$ cat src/rtl/imm_gen_pipe_if.sv
// Request/response bundle for imm_gen_pipe: decode request in, extended immediate out.
// Both sides use valid/ready: a beat moves on a rising edge where valid and ready are both 1;
// a source holds valid and its payload unchanged until that beat, and ready never depends on valid.
interface imm_gen_pipe_if #(
    parameter int XLEN  = 32,
    parameter int TAG_W = 32,
    parameter int CNT_W = 16
);
    logic             in_valid;
    logic             in_ready;
    logic [31:0]      instruction;
    logic [2:0]       ImmSrc;
    logic [TAG_W-1:0] in_tag;
    logic             out_valid;
    logic             out_ready;
    logic [XLEN-1:0]  imm_data;
    logic [TAG_W-1:0] out_tag;
    logic             imm_illegal;
    logic [CNT_W-1:0] illegal_count;
    logic [1:0]       dbg_state;

    modport master (
        output in_valid, instruction, ImmSrc, in_tag, out_ready,
        input  in_ready, out_valid, imm_data, out_tag, imm_illegal, illegal_count, dbg_state
    );

    modport slave (
        input  in_valid, instruction, ImmSrc, in_tag, out_ready,
        output in_ready, out_valid, imm_data, out_tag, imm_illegal, illegal_count, dbg_state
    );
endinterface

$ cat src/rtl/imm_gen_pipe.sv
// Pipelined RISC-V immediate generator: combinational decode at the input, a main
// register plus one skid register on the output, and a saturating illegal-format counter.
module imm_gen_pipe #(
    parameter int XLEN  = 32,
    parameter int TAG_W = 32,
    parameter int CNT_W = 16
) (
    input logic           clk,
    input logic           reset,
    input logic           flush,
    imm_gen_pipe_if.slave bus
);
    typedef enum logic [1:0] {
        EMPTY = 2'd0,
        ONE   = 2'd1,
        TWO   = 2'd2
    } state_t;

    state_t           state_q;
    logic             in_ready_q;
    logic             out_valid_q;
    logic [XLEN-1:0]  main_imm_q;
    logic [XLEN-1:0]  skid_imm_q;
    logic [TAG_W-1:0] main_tag_q;
    logic [TAG_W-1:0] skid_tag_q;
    logic             main_ill_q;
    logic             skid_ill_q;
    logic [CNT_W-1:0] cnt_q;

    logic [31:0]      ins;
    logic [31:0]      imm32_d;
    logic [XLEN-1:0]  imm_d;
    logic             ill_d;
    logic             accept;
    logic             xfer;
    logic             unused_opcode;

    assign ins           = bus.instruction;
    assign unused_opcode = ^ins[6:0];
    assign accept        = bus.in_valid & in_ready_q;
    assign xfer          = out_valid_q & bus.out_ready;

    always_comb begin
        imm32_d = '0;
        ill_d   = 1'b0;
        case (bus.ImmSrc)
            3'b000: imm32_d = {{20{ins[31]}}, ins[31:20]};
            3'b001: imm32_d = {{20{ins[31]}}, ins[31:25], ins[11:7]};
            3'b010: imm32_d = {{20{ins[31]}}, ins[7], ins[30:25], ins[11:8], 1'b0};
            3'b011: imm32_d = {ins[31:12], 12'b0};
            3'b100: imm32_d = {{12{ins[31]}}, ins[19:12], ins[20], ins[30:21], 1'b0};
            3'b101: begin
                if (XLEN == 64) imm32_d = {26'b0, ins[25:20]};
                else            imm32_d = {27'b0, ins[24:20]};
            end
            3'b110: imm32_d = {27'b0, ins[19:15]};
            default: ill_d = 1'b1;
        endcase
    end

    // Signed formats carry their sign in bit 31; zero-extended formats leave it clear.
    always_comb begin
        imm_d        = {XLEN{imm32_d[31]}};
        imm_d[31:0]  = imm32_d;
    end

    always_ff @(posedge clk) begin
        if (reset) begin
            state_q     <= EMPTY;
            in_ready_q  <= 1'b1;
            out_valid_q <= 1'b0;
            main_imm_q  <= '0;
            main_tag_q  <= '0;
            main_ill_q  <= 1'b0;
            skid_imm_q  <= '0;
            skid_tag_q  <= '0;
            skid_ill_q  <= 1'b0;
            cnt_q       <= '0;
        end else begin
            if (accept && ill_d && !flush && (cnt_q != {CNT_W{1'b1}}))
                cnt_q <= cnt_q + 1'b1;

            if (flush) begin
                state_q     <= EMPTY;
                in_ready_q  <= 1'b1;
                out_valid_q <= 1'b0;
            end else begin
                case (state_q)
                    EMPTY: begin
                        if (accept) begin
                            main_imm_q  <= imm_d;
                            main_tag_q  <= bus.in_tag;
                            main_ill_q  <= ill_d;
                            out_valid_q <= 1'b1;
                            state_q     <= ONE;
                        end
                    end
                    ONE: begin
                        if (accept && xfer) begin
                            main_imm_q <= imm_d;
                            main_tag_q <= bus.in_tag;
                            main_ill_q <= ill_d;
                        end else if (accept) begin
                            // Output is stalled, so the newcomer parks behind it.
                            skid_imm_q <= imm_d;
                            skid_tag_q <= bus.in_tag;
                            skid_ill_q <= ill_d;
                            in_ready_q <= 1'b0;
                            state_q    <= TWO;
                        end else if (xfer) begin
                            out_valid_q <= 1'b0;
                            state_q     <= EMPTY;
                        end
                    end
                    TWO: begin
                        if (xfer) begin
                            main_imm_q <= skid_imm_q;
                            main_tag_q <= skid_tag_q;
                            main_ill_q <= skid_ill_q;
                            in_ready_q <= 1'b1;
                            state_q    <= ONE;
                        end
                    end
                    default: begin
                        state_q     <= EMPTY;
                        in_ready_q  <= 1'b1;
                        out_valid_q <= 1'b0;
                    end
                endcase
            end
        end
    end

    assign bus.in_ready      = in_ready_q;
    assign bus.out_valid     = out_valid_q;
    assign bus.imm_data      = main_imm_q;
    assign bus.out_tag       = main_tag_q;
    assign bus.imm_illegal   = main_ill_q;
    assign bus.illegal_count = cnt_q;
    assign bus.dbg_state     = state_q;
endmodule

$ cat src/flat_wrapper.sv
// flat-port wrapper written by rule: the top's interface ports become plain ports
module imm_gen_pipe_flat 
#(
    parameter int XLEN  = 32,
    parameter int TAG_W = 32,
    parameter int CNT_W = 16
)
  (clk, reset, flush, bus_in_valid, bus_instruction, bus_ImmSrc, bus_in_tag, bus_out_ready, bus_in_ready, bus_out_valid, bus_imm_data, bus_out_tag, bus_imm_illegal, bus_illegal_count, bus_dbg_state);
  imm_gen_pipe_if #(.XLEN(XLEN), .TAG_W(TAG_W), .CNT_W(CNT_W)) bus_i ();
  input logic clk;
  input logic reset;
  input logic flush;
  input wire logic [$bits(bus_i.in_valid)-1:0] bus_in_valid;
  input wire logic [$bits(bus_i.instruction)-1:0] bus_instruction;
  input wire logic [$bits(bus_i.ImmSrc)-1:0] bus_ImmSrc;
  input wire logic [$bits(bus_i.in_tag)-1:0] bus_in_tag;
  input wire logic [$bits(bus_i.out_ready)-1:0] bus_out_ready;
  output wire logic [$bits(bus_i.in_ready)-1:0] bus_in_ready;
  output wire logic [$bits(bus_i.out_valid)-1:0] bus_out_valid;
  output wire logic [$bits(bus_i.imm_data)-1:0] bus_imm_data;
  output wire logic [$bits(bus_i.out_tag)-1:0] bus_out_tag;
  output wire logic [$bits(bus_i.imm_illegal)-1:0] bus_imm_illegal;
  output wire logic [$bits(bus_i.illegal_count)-1:0] bus_illegal_count;
  output wire logic [$bits(bus_i.dbg_state)-1:0] bus_dbg_state;
  assign bus_i.in_valid = bus_in_valid;
  assign bus_i.instruction = bus_instruction;
  assign bus_i.ImmSrc = bus_ImmSrc;
  assign bus_i.in_tag = bus_in_tag;
  assign bus_i.out_ready = bus_out_ready;
  assign bus_in_ready = bus_i.in_ready;
  assign bus_out_valid = bus_i.out_valid;
  assign bus_imm_data = bus_i.imm_data;
  assign bus_out_tag = bus_i.out_tag;
  assign bus_imm_illegal = bus_i.imm_illegal;
  assign bus_illegal_count = bus_i.illegal_count;
  assign bus_dbg_state = bus_i.dbg_state;
  imm_gen_pipe #(.XLEN(XLEN), .TAG_W(TAG_W), .CNT_W(CNT_W)) u_core (.clk(clk), .reset(reset), .flush(flush), .bus(bus_i));
endmodule
$ cat config.mk
export PLATFORM = sky130hd
export DESIGN_NAME = imm_gen_pipe_flat
export DESIGN_NICKNAME = d
export VERILOG_FILES = /design/src/rtl/imm_gen_pipe_if.sv /design/src/rtl/imm_gen_pipe.sv /design/src/flat_wrapper.sv
export SDC_FILE = /design/constraint.sdc
export NUM_CORES = 1
export LEC_CHECK = 0
export BUFFER_PORTS_ARGS = -buffer_cell sky130_fd_sc_hd__clkbuf_2
export CAP_MARGIN = 20
export CORE_MARGIN = 2
export CORE_UTILIZATION = 58
export CTS_CLUSTER_DIAMETER = 30
export CTS_CLUSTER_SIZE = 40
export DETAILED_ROUTE_END_ITERATION = 8
export PLACE_DENSITY_LB_ADDON = 0.08
export SLEW_MARGIN = 20
export SYNTH_ARGS = -nofsm -noshare
export SYNTH_HDL_FRONTEND = slang
export SYNTH_SLANG_ARGS = --single-unit
$ cat constraint.sdc
create_clock -name clk -period 3.7 [get_ports clk]
set_input_delay 0.74 -clock clk [delete_from_list [all_inputs] [get_ports clk]]
set_output_delay 0.74 -clock clk [all_outputs]
set_load 0.05 [all_outputs]
; ---- Word-level counts from Yosys, hierarchy flattened
; Cells that the tools add are included.
; W data, S select, Z words.
[classes]
addsub = 1
n_eq_ne = 17
muxes = 29
bitwise_logic = 6
n_reduce_logical = 15
[ops]
columns = operator, count
row1 = $pmux W32 S7, 1
row2 = $mux W32, 6
row3 = $pmux W32 S3, 2
row4 = $add A16 B1 Y16 const B, 1
row5 = $ne A16 B16 Y1 const B, 1
row6 = $reduce_and A4 Y1, 3
row7 = $mux W1, 11
row8 = $mux W2, 5
row9 = $ne A2 B1 Y1 const B, 5
row10 = $reduce_and A5 Y1, 2
row11 = $eq A3 B3 Y1 const B, 3
row12 = $pmux W1 S3, 3
row13 = $reduce_or A7 Y1, 1
row14 = $eq A3 B2 Y1 const B, 2
row15 = $pmux W2 S3, 1
row16 = $logic_and A1 B1 Y1, 4
row17 = $ne A2 B2 Y1 const B, 2
row18 = $not A1 Y1, 4
row19 = $eq A3 B1 Y1 const B, 1
row20 = $logic_not A3 Y1, 1
row21 = $ne A3 B1 Y1 const B, 1
row22 = $reduce_bool A3 Y1, 1
row23 = $and A1 B1 Y1, 2
row24 = $eq A2 B1 Y1 const B, 1
row25 = 4 further kinds, 4
[totals]
reg_bits = 150
inputBits = 72
out_inout_bits = 85
word_cells = 78

; ---- Logic depth before layout (Yosys ltp)
[depth]
ltp_word = 6
ltp_mapped = 9
mapped_depth_nobuf = 5

; ---- Worst setup path before layout
; No wires, ideal clock.
[synth_timing]
kind = input to register
startpoint = input port flush
endpoint = register u_core.cnt_q[15] (netlist: u_core.bus.illegal_count[15])
setup_ns = 0.121
arrival_ns = 2.064
t_required_ns = 3.579
setup_slack_ns = 1.515
cell_stages = 6
n_path_buf = 1
cell_sequence = buf_4 nand4b_4 or2_4 nor4_4 nand3_1 mux2_4
[synth_via]
elab_chain_cells = 3
[synth_lines]
columns = element, line
row1 = from (decl), flat_wrapper.sv:12  ; input logic flush;
row2 = $logic_not A1 Y1, imm_gen_pipe.sv:80  ; if (accept && ill_d && !flush && (cnt_q != {CNT_W{1'b1}}))
row3 = $logic_and A1 B1 Y1 (2 in a row), imm_gen_pipe.sv:80
row4 = to (signal assigned), imm_gen_pipe.sv:81  ; cnt_q <= cnt_q + 1'b1;
row5 = to (decl), imm_gen_pipe.sv:28  ; logic [CNT_W-1:0] cnt_q;
; Every way passes these cells.
; A chain may end at the register's enable or synchronous reset.

; ---- Worst setup path after layout
[layout_timing]
startpoint = input port bus_ImmSrc[1]
endpoint = register u_core.skid_imm_q[30]
[layout_via]
elab_chain_cells = 2
elab_cells_between_ends = 8
cone_classes = eq/ne (6) / mux (1) / reduce/logical (1)
[layout_lines]
columns = element, line
row1 = from (decl), flat_wrapper.sv:15  ; input wire logic [$bits(bus_i.ImmSrc)-1:0] bus_ImmSrc;
row2 = $eq A3 B3 Y1 (tied with other cells), imm_gen_pipe.sv:46  ; case (bus.ImmSrc)
row3 = $pmux W32 S7 (*), imm_gen_pipe.sv:46
row4 = to (signal assigned), imm_gen_pipe.sv:105  ; skid_imm_q <= imm_d;
row5 = to (decl), imm_gen_pipe.sv:23  ; logic [XLEN-1:0] skid_imm_q;
; Every way passes the cells marked *; elsewhere a longest branch is shown, timed or not.

==> qor.yml <==
status: "complete, no violations"
clk_latency_ps: 530
setup_viol: 0
synth_xor_area_share_pct: 1.35
antenna_found_initial: 0
maxSlewHeadroom_pct: 35.1
grt_pass1_wl_um: 26800
synth_fa_ha_area_share_pct: 0.193
synth_edf_count: 0
post_cts_buffers: 0
grt_pass1_vias: 5688
p_int_mw: 2.90
setup_tns_ps: 0
layout_commonest_cell: "nand2_1"
cts_tree: "built"
netlist_top_cells_area: "dfxtp_1 (46%), nand2_1 (11%), a21oi_1 (5.7%), a311oi_1 (5.7%), nor2_1 (5.1%)"
first_pass_iters: 7
grt_setup_unrepaired: "no"
synthesis.area_sq_um: 6490
min_to: "u_core.skid_tag_q[10]$_SDFFE_PP0P_"
htreeDepth: 4
drive_gt1_share_pct: 21.4
track_usage_pct: 28.3
muxShareOfSynthArea_pct: 0.713
dr_total_vias: 6292
whs_path_depth: 3
layout_common_cells: "nand2_1 (189), dfxtp_1 (150), clkbuf_2 (148)"
antenna_left: 0
clk_path_buf_depth: 2
r2r_slack_ps: 1350
cp.required_ps: 4050
clock_sinks: 150
path_cells: "clkbuf_2 -> nor2_1 -> or2_1 -> a21oi_1 -> a211oi_1"
postCtsHoldBufs: 0
power.share.combinational_pct: 13.3
clkPwrFrac_pct: 43.2
cts_made_buffers: 17
switching_power_mw: 1.04
ios: 157
place_inst: 1035
fmax_mhz: 425
synth_compound_area_share_pct: 20.9
slew_violations: 0
reg2reg_to: "u_core.bus.out_tag[14]$_SDFFE_PP0P_"
grt_max_degree: 93
critical_path.top_delay_family: "compound AO/OA/AOI/OAI gates"
worstRegToRegCells: 6
nNetsFinal: 987
syn_nets: 880
synth_top_area_share_pct: 46.3
synth_top_family_by_area: "simple AND/OR/NAND/NOR gates"
slowest_stage: "a21oi_1"
diodes: 0
wl_per_cell_um: 15.7
swShare_pct: 26.3
path_clk_slew_ps: 60
via_per_inst: 5.91
r2r-start: "u_core.bus.in_ready$_SDFFE_PP1P_"
period_minus_slack_ps: 2350
synthArstFlopShare_pct: 0
worst-path-buf-inv: 1
ys.flop_type: "dfxtp_1"
synth-simple-area-share_pct: 25.2
p_leak_nw: 3.07
timing.hold.ws_ps: 445
ctsResizeCount: 0
drt-total-wl_um: 16700
cts_root_buf: "clkbuf_8"
dpl_cell_area_sq_um: 7190
synthCells: 807
syn_area_per_cell_sq_um: 8.04
cp_data_arrival_time_ps: 2700
min_path_type: "in2reg"
max-vdd-ir-drop_mv: 0.386
io_buffers: 149
skew_ps: 5.85
area_growth_pct: 19.8
maxCapViolCount: 0
cp-end-kind: "flop"
grt-ovfl-total: 0
yosysSeqAreaShare_pct: 46.3
ys_seq_elements: 150
critPathMaxStageDelay_ps: 840
powerDensity_nw_per_um2: 506
yosysTopAreaCell: "dfxtp_1"
yosys_warnings: 0
finalHoldViolCount: 0
critPathMaxFanout: 22
dp.final_hpwl_um: 10500
finalNonFillerCells: 1065
core_sq_um: 10900
initial_core_util_pct: 59.6
pwr-share-seq_pct: 43.5
die_area_sq_um: 12000
cp-startpoint: "bus_ImmSrc[1]"
worst_pin_slew_ps: 973
num_rows: 38
gp_congestion: 0.823
fp.dieW_um: 110
crit_type: "in2reg"
drc: 0
yosysUniqueCellTypes: 55
start_kind: "primary input"
period_share_pct: 63.5
dieHeight_um: 110
holdCritStartpoint: "bus_in_tag[10]"
drtIter0Drc: 523
design_area_sq_um: 7770
-- kinds of logic (layout without fill, tap and decap cells) --
| logic type | Yosys count | count (layout) |
|---|---|---|
| xor+xnor | 10 | 10 |
| fa+ha+maj | 1 | 1 |
| flops | 150 | 150 |
| mux | 4 | 4 |
| simple gates | 366 | 366 |
| buf+inv | 76 | 194 |
| compound gates | 200 | 200 |
-- registers in the layout (all words and copies together), names as in the netlist --
signal and cells:
u_core.bus.out_valid 1, u_core.bus.imm_illegal 1, u_core.bus.in_ready 1, u_core.skid_tag_q 32
u_core.bus.imm_data 32, u_core.skid_imm_q 32, u_core.bus.illegal_count 16, u_core.bus.dbg_state 2
u_core.bus.out_tag 32, u_core.skid_ill_q 1
-- Yosys cell counts, types with 11 or more instances --
cell type	instances
nand2_1	189
dfxtp_1	150
nor2_1	89
a21oi_1	74
a311oi_1	42
clkbuf_1	39
a211oi_1	24
buf_2	24
o21ai_0	18
nand3_1	17
nor3_1	14
and2_1	12
o221ai_1	11
-- per-layer routing --
metal | part of all wire (%) | up-vias | track usage, %
li1 | - | 3055 | -
met1 | 44 | 2953 | 36.8
met2 | 48 | 260 | 45.7
met3 | 7.2 | 24 | 6.58
met4 | 1.2 | 0 | 10.8
met5 | 0 | - | 0
-- power groups by stage --
| stage | Sequential [mW] | Clock, mW | Combinational, mW |
|---|---|---|---|
| after global routing | 1.72 | 1.79 | 0.564 |
| after global placement | 1.74 | 0 | 0.510 |
| after CTS | 1.71 | 1.72 | 0.522 |
| final | 1.71 | 1.70 | 0.524 |
| after detailed placement | 1.75 | 0 | 0.519 |
| after floorplan | 1.91 | 0 | 0.215 |
-- worst max-delay path by stage --
stage | to | depth (start not counted)
after floorplan | u_core.bus.illegal_count[15]$_SDFFE_PP0P_ | 6
after global placement | u_core.skid_imm_q[29]$_SDFFE_PP0P_ | 5
after detailed placement | u_core.skid_imm_q[28]$_SDFFE_PP0P_ | 5
after CTS | u_core.bus.out_tag[14]$_SDFFE_PP0P_ | 6
after global routing | u_core.skid_imm_q[28]$_SDFFE_PP0P_ | 5
final | u_core.skid_imm_q[30]$_SDFFE_PP0P_ | 5
-- cell type report --
cell class                 count  area, sq um
timing repair buffer         157          821
inverter                       7         26.3
clock buffer                  28          526
clock inverter                 2         60.1
sequential                   150         3000
tap                          140          175
multi-input combinational    581         3160
fill                         871         3110
-- tightest hold or removal path, stage by stage --
cell,delay [ps]
clkbuf_2,90
nand2_1,50
a21oi_1,50
-- stage by stage --
step | power (mW) | utilization [%] | setup slack [ps]
2_1_floorplan | 2.12 | - | 1510
3_3_place_gp | 2.25 | 66.0 | 963
3_5_place_dp | 2.27 | 66.0 | 896
4_1_cts | 3.96 | 71.4 | 1380
5_1_grt | 4.07 | 71.4 | 1170
6_report | 3.93 | 71.4 | 1350
Note: power is estimated with default switching activity, not from simulation.
